<file path="src/rtl/ysyx_22040000_mem_arb_pkg.sv">
// rtl/ysyx_22040000_mem_arb_pkg.sv - shared types for the two-requester memory arbiter
package ysyx_22040000_mem_arb_pkg;

   typedef enum logic {
      IDLE = 1'b0,
      RESP = 1'b1
   } state_t;

   typedef logic req_idx_t;

   localparam req_idx_t REQ_M0 = 1'b0;
   localparam req_idx_t REQ_M1 = 1'b1;

endpackage

</file>
<file path="src/rtl/ysyx_22040000_rr_arb2.sv">
// rtl/ysyx_22040000_rr_arb2.sv - combinational 2-way round-robin grant
module ysyx_22040000_rr_arb2
   import ysyx_22040000_mem_arb_pkg::*;
(
   input  logic [1:0] valid,
   input  req_idx_t   lrg,
   output logic       grant_valid,
   output req_idx_t   grant
);

   always_comb begin
      grant_valid = |valid;
      grant       = REQ_M0;
      // On a tie the requester that did not win last time goes first.
      if (&valid) begin
         grant = ~lrg;
      end else if (valid[1]) begin
         grant = REQ_M1;
      end
   end

endmodule

</file>
<file path="src/rtl/ysyx_22040000_mem_arb.sv">
// rtl/ysyx_22040000_mem_arb.sv - two-requester arbiter onto an async-read, byte-enabled memory
// Optional accept counters under YSYX_22040000_MEM_ARB_PERF_EN.
module ysyx_22040000_mem_arb
   import ysyx_22040000_mem_arb_pkg::*;
#(
   parameter int AWIDTH = 10,
   parameter int DWIDTH = 32
)
(
   input  logic                clk,
   input  logic                rst,

   input  logic                m0_req_valid,
   output logic                m0_req_ready,
   input  logic                m0_req_we,
   input  logic [AWIDTH-1:0]   m0_req_addr,
   input  logic [DWIDTH-1:0]   m0_req_wdata,
   input  logic [DWIDTH/8-1:0] m0_req_wstrb,
   output logic                m0_rsp_valid,
   input  logic                m0_rsp_ready,
   output logic [DWIDTH-1:0]   m0_rsp_rdata,

   input  logic                m1_req_valid,
   output logic                m1_req_ready,
   input  logic                m1_req_we,
   input  logic [AWIDTH-1:0]   m1_req_addr,
   input  logic [DWIDTH-1:0]   m1_req_wdata,
   input  logic [DWIDTH/8-1:0] m1_req_wstrb,
   output logic                m1_rsp_valid,
   input  logic                m1_rsp_ready,
   output logic [DWIDTH-1:0]   m1_rsp_rdata,

   output logic [DWIDTH/8-1:0] mem_wbe,
   output logic [AWIDTH-1:0]   mem_raddr,
   output logic [AWIDTH-1:0]   mem_waddr,
   output logic [DWIDTH-1:0]   mem_wdata,
   input  logic [DWIDTH-1:0]   mem_rdata
`ifdef YSYX_22040000_MEM_ARB_PERF_EN
   ,
   output logic [31:0]         perf_grant0,
   output logic [31:0]         perf_grant1
`endif
);

   localparam int SWIDTH = DWIDTH / 8;

   state_t              state_q, state_d;
   req_idx_t            own_q, own_d;
   req_idx_t            lrg_q, lrg_d;
   logic [DWIDTH-1:0]   rdata_q;
   logic [AWIDTH-1:0]   addr_q;
   logic [DWIDTH-1:0]   wdata_q;

   logic                grant_valid;
   req_idx_t            grant;
   logic                rsp_hs;
   logic                accept_slot;
   logic                accept;

   logic                g_we;
   logic [AWIDTH-1:0]   g_addr;
   logic [DWIDTH-1:0]   g_wdata;
   logic [SWIDTH-1:0]   g_wstrb;

   ysyx_22040000_rr_arb2 u_rr_arb2 (
      .valid       ({m1_req_valid, m0_req_valid}),
      .lrg         (lrg_q),
      .grant_valid (grant_valid),
      .grant       (grant)
   );

   assign g_we    = (grant == REQ_M1) ? m1_req_we    : m0_req_we;
   assign g_addr  = (grant == REQ_M1) ? m1_req_addr  : m0_req_addr;
   assign g_wdata = (grant == REQ_M1) ? m1_req_wdata : m0_req_wdata;
   assign g_wstrb = (grant == REQ_M1) ? m1_req_wstrb : m0_req_wstrb;

   // A pending response frees the slot in the same cycle it is taken.
   assign rsp_hs      = (state_q == RESP) && ((own_q == REQ_M1) ? m1_rsp_ready : m0_rsp_ready);
   assign accept_slot = (state_q == IDLE) || rsp_hs;
   assign accept      = accept_slot && grant_valid && !rst;

   assign m0_rsp_valid = (state_q == RESP) && (own_q == REQ_M0);
   assign m1_rsp_valid = (state_q == RESP) && (own_q == REQ_M1);
   assign m0_rsp_rdata = rdata_q;
   assign m1_rsp_rdata = rdata_q;

   always_ff @(posedge clk) begin
      if (rst) begin
         state_q <= IDLE;
         own_q   <= REQ_M0;
         lrg_q   <= REQ_M1;
      end else begin
         state_q <= state_d;
         own_q   <= own_d;
         lrg_q   <= lrg_d;
      end
   end

   always_comb begin
      state_d      = state_q;
      own_d        = own_q;
      lrg_d        = lrg_q;
      m0_req_ready = 1'b0;
      m1_req_ready = 1'b0;
      mem_raddr    = addr_q;
      mem_waddr    = addr_q;
      mem_wdata    = wdata_q;
      mem_wbe      = '0;
      if (accept) begin
         m0_req_ready = (grant == REQ_M0);
         m1_req_ready = (grant == REQ_M1);
         mem_raddr    = g_addr;
         mem_waddr    = g_addr;
         mem_wdata    = g_wdata;
         mem_wbe      = g_we ? g_wstrb : '0;
         state_d      = RESP;
         own_d        = grant;
         lrg_d        = grant;
      end else if (rsp_hs) begin
         state_d      = IDLE;
      end
   end

   // Writes answer with zero so a stale read value never leaks to the writer.
   always_ff @(posedge clk) begin
      if (rst) begin
         rdata_q <= '0;
         addr_q  <= '0;
         wdata_q <= '0;
      end else if (accept) begin
         rdata_q <= g_we ? '0 : mem_rdata;
         addr_q  <= g_addr;
         wdata_q <= g_wdata;
      end
   end

`ifdef YSYX_22040000_MEM_ARB_PERF_EN
   always_ff @(posedge clk) begin
      if (rst) begin
         perf_grant0 <= '0;
         perf_grant1 <= '0;
      end else if (accept) begin
         if (grant == REQ_M0) begin
            perf_grant0 <= perf_grant0 + 32'd1;
         end else begin
            perf_grant1 <= perf_grant1 + 32'd1;
         end
      end
   end
`endif

endmodule

</file>
<file path="config.mk">
export PLATFORM = sky130hd
export DESIGN_NAME = ysyx_22040000_mem_arb
export DESIGN_NICKNAME = d
export VERILOG_FILES = /design/src/rtl/ysyx_22040000_mem_arb_pkg.sv /design/src/rtl/ysyx_22040000_rr_arb2.sv /design/src/rtl/ysyx_22040000_mem_arb.sv
export SDC_FILE = /design/constraint.sdc
export NUM_CORES = 1
export LEC_CHECK = 0
export BUFFER_PORTS_ARGS = -buffer_cell sky130_fd_sc_hd__buf_2
export CAP_MARGIN = 20
export CORE_AREA = 2 2 123 125
export CTS_CLUSTER_SIZE = 16
export DETAILED_ROUTE_END_ITERATION = 6
export DIE_AREA = 0 0 125 127
export MAX_ROUTING_LAYER = met4
export PLACE_DENSITY = 0.64
export RECOVER_POWER = 25
export SKIP_LAST_GASP = 1
export SLEW_MARGIN = 25
export SYNTH_ARGS = -nofsm -noshare
export SYNTH_HDL_FRONTEND = slang
export SYNTH_SLANG_ARGS = --single-unit
</file>
<file path="constraint.sdc">
create_clock -name clk -period 2.2 [get_ports clk]
set_input_delay 0.22 -clock clk [delete_from_list [all_inputs] [get_ports clk]]
set_output_delay 0.22 -clock clk [all_outputs]
set_load 0.005 [all_outputs]
</file>
After elaboration in Yosys (flattened, before gate mapping)

Index checks and enable logic that the tools add are counted.

Bitwise gates (word level): 4
Muxes and demuxes: 16
Reductions and logical operators: 10

Operators by type and width:

| operator            | count |
|---|---|
| $mux W32            | 3 |
| $mux W10            | 2 |
| $mux W4             | 3 |
| $mux W1             | 8 |
| $logic_and A1 B1 Y1 | 5 |
| $not A1 Y1          | 4 |
| $reduce_and A2 Y1   | 1 |
| $reduce_bool A2 Y1  | 1 |
| $reduce_or A2 Y1    | 1 |
| $logic_not A1 Y1    | 1 |
| $logic_or A1 B1 Y1  | 1 |

Logic and storage cells: 36
Register bits after elaboration: 77
Output and inout bits: 124
Bits of input ports: 132

Logic depth before layout (Yosys ltp)

Gate-level depths: netlist of the first run.

Depth in word-level cells: 6
Mapped depth: 7
Gate-level depth less buffers: 3

Cells and area by module

A second synthesis of the first run with hierarchy kept.

Cells, all modules: 453
Area total of the unflattened synthesis: 4645.7 µm²

By module, submodules not included:

| module                | area an instance (µm²) | cells an instance | sequential area each (µm²) | times used |
|---|---|---|---|---|
| ysyx_22040000_mem_arb | 4631.9                 | 451               | 1541.5                     | 1 |
| ysyx_22040000_rr_arb2 | 13.8                   | 2                 | 0.0                        | 1 |

Worst setup path before layout of the first run

No wires, ideal clock.

Path type: reg2out
From: register own_q
To: output port mem_waddr[0]
Path slack: 0.309 ns
Data required time: 1.980 ns
Cell stages (with the launch flop): 7
Buffers on the path: 3
Arrival time: 1.671 ns
Cells stage by stage: dfxtp_1 -> mux2_4 -> o211a_1 -> buf_6 -> buf_8 -> mux2_4 -> buf_4

Longest elaborated chain between the ends: 6

RTL lines:

| what                              | line                        | source |
|---|---|---|
| from (decl)                       | ysyx_22040000_mem_arb.sv:48 | `req_idx_t own_q, own_d;` |
| from (signal assigned)            | ysyx_22040000_mem_arb.sv:94 | `own_q <= own_d;` |
| $mux W1                           | ysyx_22040000_mem_arb.sv:78 | `assign rsp_hs = (state_q == RESP) && ((own_q == REQ_M1) ? m1_rsp_ready : m0_rsp_ready);` |
| $logic_and A1 B1 Y1               | ysyx_22040000_mem_arb.sv:78 |  |
| $logic_or A1 B1 Y1                | ysyx_22040000_mem_arb.sv:79 | `assign accept_slot = (state_q == IDLE) \|\| rsp_hs;` |
| $logic_and A1 B1 Y1 (2 in series) | ysyx_22040000_mem_arb.sv:80 | `assign accept = accept_slot && grant_valid && !rst;` |
| $mux W10                          | --                          |  |
| to (decl)                         | ysyx_22040000_mem_arb.sv:35 | `output logic [AWIDTH-1:0] mem_waddr,` |

No other way between the ends.

Worst setup path after layout of the first run

From: register lrg_q
To: output port mem_waddr[9]

Longest elaborated chain between the ends: 4

RTL lines:

| what                   | line                        | source |
|---|---|---|
| from (decl)            | ysyx_22040000_mem_arb.sv:49 | `req_idx_t lrg_q, lrg_d;` |
| from (signal assigned) | ysyx_22040000_mem_arb.sv:95 | `lrg_q <= lrg_d;` |
| $not A1 Y1             | ysyx_22040000_rr_arb2.sv:16 | `grant = ~lrg;` |
| $mux W1                | ysyx_22040000_rr_arb2.sv:15 | `if (&valid) begin` |
| $mux W10               | ysyx_22040000_mem_arb.sv:73 | `assign g_addr = (grant == REQ_M1) ? m1_req_addr : m0_req_addr;` |
| $mux W10               | --                          |  |

No other way between the ends.

==> flow_summary_export.csv, run 1 <==
group,metric,value,unit
grt,antenna_found_initial,0,
layout,layout.nets,871,
die,core_area,0.0144,mm²
grt,track_usage,19.4,%
critical_path,reg2reg_slack,420,ps
yosys,synth_area,0.00546,mm²
yosys,yosys.area.top_type_share,28.2,%
critical_path,worstPathRequired,1980,ps
detailed_routing,drt_first_pass_iters,4,
timing,rsz0062_at_grt,"true",
yosys,synth_cell_types,34,
power,leakage,3.12,nW
detailed_routing,first_iter_violations,270,
layout,final_cell_area,0.00699,mm²
critical_path,critPathLaunchType,"flip-flop",
power,ir_worst_vdd,317,µV
place,io_buffer_count,255,
detailed_routing,via_per_inst,5.31,
yosys,synth_top_cells_by_area,"dfxtp_1 28%, mux2_4 11%, mux2_2 9.5%",
layout,postLayoutCoreUtil,48.5,%
die,die_width,125,µm
detailed_routing,wl_per_cell,17.0,µm
detailed_routing,vias,4929,
yosys,yosysTopAreaCell,"dfxtp_1",
timing,final.period_utilization,98.3,%
timing,fin_crit,2160,ps
layout,drive_above_1_share,56.2,%
die,die-area,0.0159,mm²
yosys,synth_area_per_cell,9.93,µm²
die,io_pins,256,
yosys,netlist_instances,550,
timing,max_freq,462,MHz
detailed_routing,wl,15800,µm
clock_tree,ctsLongestPathBuffers,2,
clock_tree,htree_num_levels,3,
die,rows,44,
die,start_util,37.8,%
clock_tree,clk_pin_slew,60,ps
timing,tns,0,ps
place,post_dp_cell_area,0.00651,mm²
yosys,syn_nets,682,
timing,hold_viol_final,0,
clock_tree,cts_tree,"yes",
detailed_routing,final_antenna_net_count,0,
layout,diodes,0,
timing,worst_pin_slew,557,ps
layout,area_growth,28.1,%
critical_path,critical_path_class,"reg -> out",
critical_path,arrival,1940,ps
status,status,"completed",
critical_path,crit_fanout,21,
place,routabilityCongestion,0.772,
yosys,ys_ff_latch,77,
layout,final_cell_mix,"244 x buf_2, 75 x dfxtp_1, 46 x mux2_2",
clock_tree,cts_buffers,9,
yosys,ys_seq_area_share,28.2,%
place,dp.final_hpwl,10800,µm
power,powerDensity,645,mW/mm²
grt,grt_start_max_net_pins,53,
detailed_routing,route.detailed.drc,0,
timing,skew,5.83,ps
hold_path,hp-class,"in -> reg",
clock_tree,root_buffer,"clkbuf_16",
timing,setup_viol,0,
grt,first_global_vias,4879,
yosys,yosysWarningCount,0,
clock_tree,holdBufCountCts,0,
die,die_y,127,µm
timing,max_slew_margin,62.9,%
grt,globalRoute.totalOverflow,0,
run,maxCapViolCount,0,
critical_path,end_kind,"primary output",
clock_tree,worstSkewPairLatency,330,ps
timing,slew_violations,0,
clock_tree,cts_sinks,77,
grt,grt_pass1_wl,24800,µm
layout,final_common_cell,"buf_2",
==> critical path, stage by stage, from the launching register on <==
cell,delay (ps)
dfxtp_2,340
a21boi_4,290
buf_12,210
mux2_2,360
mux2_2,280
buf_2,130
==> through the flow <==
| stage | total power, mW | setup slack [ps] | instances | hold WS (ps) |
|---|---|---|---|---|
| 6_report | 4.51 | 36.7 | 928 | 240 |
| 5_1_grt | 4.73 | -22.1 | 928 | 249 |
| 4_1_cts | 4.55 | -41.3 | 927 | 231 |
| 3_5_place_dp | 2.90 | 60.1 | 904 | 463 |
| 3_3_place_gp | 2.86 | 133 | 904 | 458 |
| 2_1_floorplan | 2.51 | 309 | 550 | 410 |
==> area by class of cell <==
class / instances / area, µm²
clock buffer: 10 / 229
multi-input combinational: 370 / 3340
clock inverter: 6 / 87.6
sequential: 77 / 1540
timing repair buffer: 278 / 1550
inverter: 3 / 11.3
fill: 1399 / 7430
tap: 184 / 230
==> cell families (layout without fill, tap and decap cells) <==
logic type	count (synthesis)	in the layout	share of synthesized area, %
AO/OA/AOI/OAI	125	128	20.8
buffers and inverters	106	297	12.1
flip-flops	77	77	28.2
multiplexers	122	122	27.0
AND/OR/NAND/NOR	120	120	11.9
==> flip-flops by register name, summed over array words and instances (netlist names) <==
| name | flops |
|---|---|
| addr_q | 10 |
| lrg_q | 1 |
| m0_rsp_rdata | 32 |
| own_q | 1 |
| state_q | 1 |
| wdata_q | 32 |
==> final timing paths <==
check                                 startpoint                to  cells past startpoint
worst min register to register  m0_rsp_rdata[14]  m0_rsp_rdata[14]                      2
worst max register to register             own_q   m0_rsp_rdata[9]                      5
worst min-delay path            m1_req_wdata[13]       wdata_q[13]                      3
worst max-delay path                       lrg_q      mem_waddr[9]                      5
==> report_power, final <==
group	total [mW]	switching, mW	internal (mW)	leakage, nW
Sequential	1.61	0.0934	1.52	0.637
Clock	1.59	0.596	0.992	0.145
Combinational	1.31	0.574	0.734	2.34
==> layer usage <==
metal / vias to the layer above / GRT usage (%) / part of all wire (%) / routed length [µm]
li1: 2405 / - / - / -
met1: 2326 / 23.4 / 42 / 6630
met2: 184 / 33.5 / 51 / 8000
met3: 14 / 2.93 / 6.0 / 954
met4: 0 / 6.27 / 1.2 / 192
met5: - / - / 0 / 0
==> cell usage after synthesis <==
cell type	n
dfxtp_1	77
buf_4	53
mux2_2	46
o311ai_0	42
or3_1	42
o21ba_2	40
mux2_4	39
mux2i_1	37
clkbuf_1	35
nand2_1	33
nor2b_1	32
o221ai_1	32
buf_2	6
nor2_1	5
buf_8	4
nor3_1	4
buf_1	3
inv_1	3
o21ba_1	2
a21boi_0	1
a21oi_1	1
a32o_1	1
and2_1	1
and2_2	1
buf_6	1
clkbuf_2	1
nand2b_1	1
o211a_1	1
o211ai_1	1
o21ai_0	1
o21ai_1	1
o22a_1	1
o22ai_1	1
or2_2	1
==> timing repair <==
action,4_1_cts,5_1_grt
pin swaps,2,1
setup endpoints to repair,58,54
cloned,4,1
gates resized for setup,6,9
setup buffers,3,0
No activity file was read; power rests on OpenSTA's default activity.
==> run 2, diff against run 1 <==
==> constraint.sdc (replaced) <==
create_clock -name clk -period 2.2 [get_ports clk]
set_input_delay 0.22 -clock clk [delete_from_list [all_inputs] [get_ports clk]]
set_output_delay 0.22 -clock clk [all_outputs]
set_load 0.05 [all_outputs]
==> run 2 against run 1 <==
Net effect: largest power group is now combinational cells; cell area grew 9.5%; critical path type unchanged; power up 27%; core utilization grew 4.6 points; clock power rose by 9%; die area unchanged; register-to-register slack better by 60 ps; the flow now finishes with violations (negative setup slack).
==> flow_summary_export.csv, run 2 (synthesis results as in run 1) <==
group,metric,value,unit
critical_path,crit_fanout,10,
place,io_buffer_count,255,
power,ir_worst_vdd,421,µV
place,dp.final_hpwl,10900,µm
place,place_ws,149,ps
critical_path,worstPathRequired,1980,ps
die,io_pins,256,
critical_path,arrival,1990,ps
critical_path,critPathLaunchType,"flip-flop",
grt,globalRoute.totalOverflow,0,
timing,max_freq,453,MHz
critical_path,end_kind,"primary output",
die,die_y,127,µm
grt,grt.busiest_layer,"met2",
timing,final.period_utilization,100,%
power,leakage,3.32,nW
hold_path,whs_path_depth,3,
detailed_routing,via_per_inst,5.55,
clock_tree,worstSkewPairLatency,340,ps
clock_tree,clk_pin_slew,60,ps
detailed_routing,final_antenna_net_count,0,
timing,max_slew_margin,60.3,%
die,core_area,0.0144,mm²
grt,antenna_found_initial,0,
layout,area_growth,40.3,%
status,status,"complete, but fails checks",
detailed_routing,drt_first_pass_iters,4,
layout,final_cell_mix,"163 x buf_2, 75 x dfxtp_1, 60 x mux2_4",
clock_tree,cts_tree,"yes",
timing,slew_violations,0,
status,violations,"negative setup slack",
detailed_routing,wl,17000,µm
die,die-area,0.0159,mm²
timing,hold_viol_final,0,
timing,fin_crit,2210,ps
clock_tree,ctsLongestPathBuffers,2,
timing,tns,-9.70,ps
layout,drive_above_1_share,54.0,%
place,routabilityCongestion,0.802,
detailed_routing,route.detailed.drc,0,
clock_tree,root_buffer,"clkbuf_16",
layout,fillers,1286,
die,start_util,37.8,%
timing,setup_viol,4,
clock_tree,htree_num_levels,3,
detailed_routing,vias,5230,
grt,grt_start_max_net_pins,54,
layout,diodes,0,
timing,setup_ws,-5.12,ps
run,maxCapViolCount,0,
clock_tree,cts_sinks,77,
die,rows,44,
timing,rsz0062_at_grt,"true",
detailed_routing,first_iter_violations,304,
clock_tree,cts_buffers,9,
grt,grt_use_met1,22.9,%
power,powerDensity,751,mW/mm²
timing,worst_pin_slew,598,ps
grt,first_global_vias,4996,
critical_path,critical_path_class,"reg -> out",
hold_path,hp-class,"in -> reg",
grt,grt_pass1_wl,25100,µm
detailed_routing,wl_per_cell,18.0,µm
layout,final_common_cell,"buf_2",
grt,track_usage,19.9,%
timing,skew,6.17,ps
layout,layout.nets,886,
critical_path,worst-r2r-cell-count,5,
grt,grt_util_met3,3.06,%
die,die_width,125,µm
grt,met2_usage,35.6,%
run 2: cell types whose count changed in the layout (fill, tap and decap cells not counted), moves of 17 or more:
cell / before / now
buf_2: 244 / 163
buf_6: 1 / 41
clkbuf_1: 12 / 36
mux2_2: 46 / 25
mux2_4: 39 / 60
buf_8: 1 / 18
run 2: critical path: stages (launching register included):
cell and delay, ps:
dfxtp_4 350, mux2_4 340, o211a_4 320, buf_16 170, mux2_4 310, buf_6 160
run 2: worst paths after layout:
check,start,to,slack (ps)
setup / recovery,own_q,mem_wdata[22],-5
hold / removal,m0_req_addr[4],addr_q[4],230
setup reg to reg,own_q,wdata_q[28],480
hold reg to reg,m0_rsp_rdata[15],m0_rsp_rdata[15],480
run 2: metrics by stage:
step                      power, mW  utilization [%]  hold WS, ps  area [µm²]  instances
after global routing           5.96             53.1          234        7660        943
final                          5.75             53.1          232        7660        943
after floorplan                3.27                -          410        5460        550
after CTS                      5.62             50.8          223        7330        934
after detailed placement       3.66             45.5          472        6560        908
after global placement         3.62             45.5          457        6560        908
run 2: final cells by class:
cell class / instances / area [µm²] / share of cell area (%)
clock buffers: 10 / 239 / 3.12
well taps: 184 / 230 / 3.01
inverters: 3 / 11.3 / 0.147
repair buffers: 295 / 2120 / 27.7
clock inverters: 6 / 110 / 1.44
flip-flops and latches: 77 / 1550 / 20.2
multi-input cells: 368 / 3400 / 44.4
run 2: per-layer routing:
layer	vias to the layer above	part of all wire, %
met2	226	52
met5	-	0
li1	2433	-
met4	0	2.0
met3	22	6.2
met1	2549	39
run 2: power breakdown:
part | leakage [nW] | internal, mW | switching, mW
Combinational | 2.51 | 0.997 | 1.39
Clock | 0.165 | 1.14 | 0.603
Sequential | 0.638 | 1.52 | 0.0964
Total | 3.32 | 3.65 | 2.09
run 2: timing repair:
| action | CTS | global route |
|---|---|---|
| setup buffers | 7 | 7 |
| hold endpoints to repair | 0 | 0 |
| gates resized for setup | 101 | 74 |
| pin swaps | 3 | 2 |
| hold buffers | 0 | 0 |
| cloned | 3 | 3 |
| endpoints found under the setup margin | 58 | 57 |
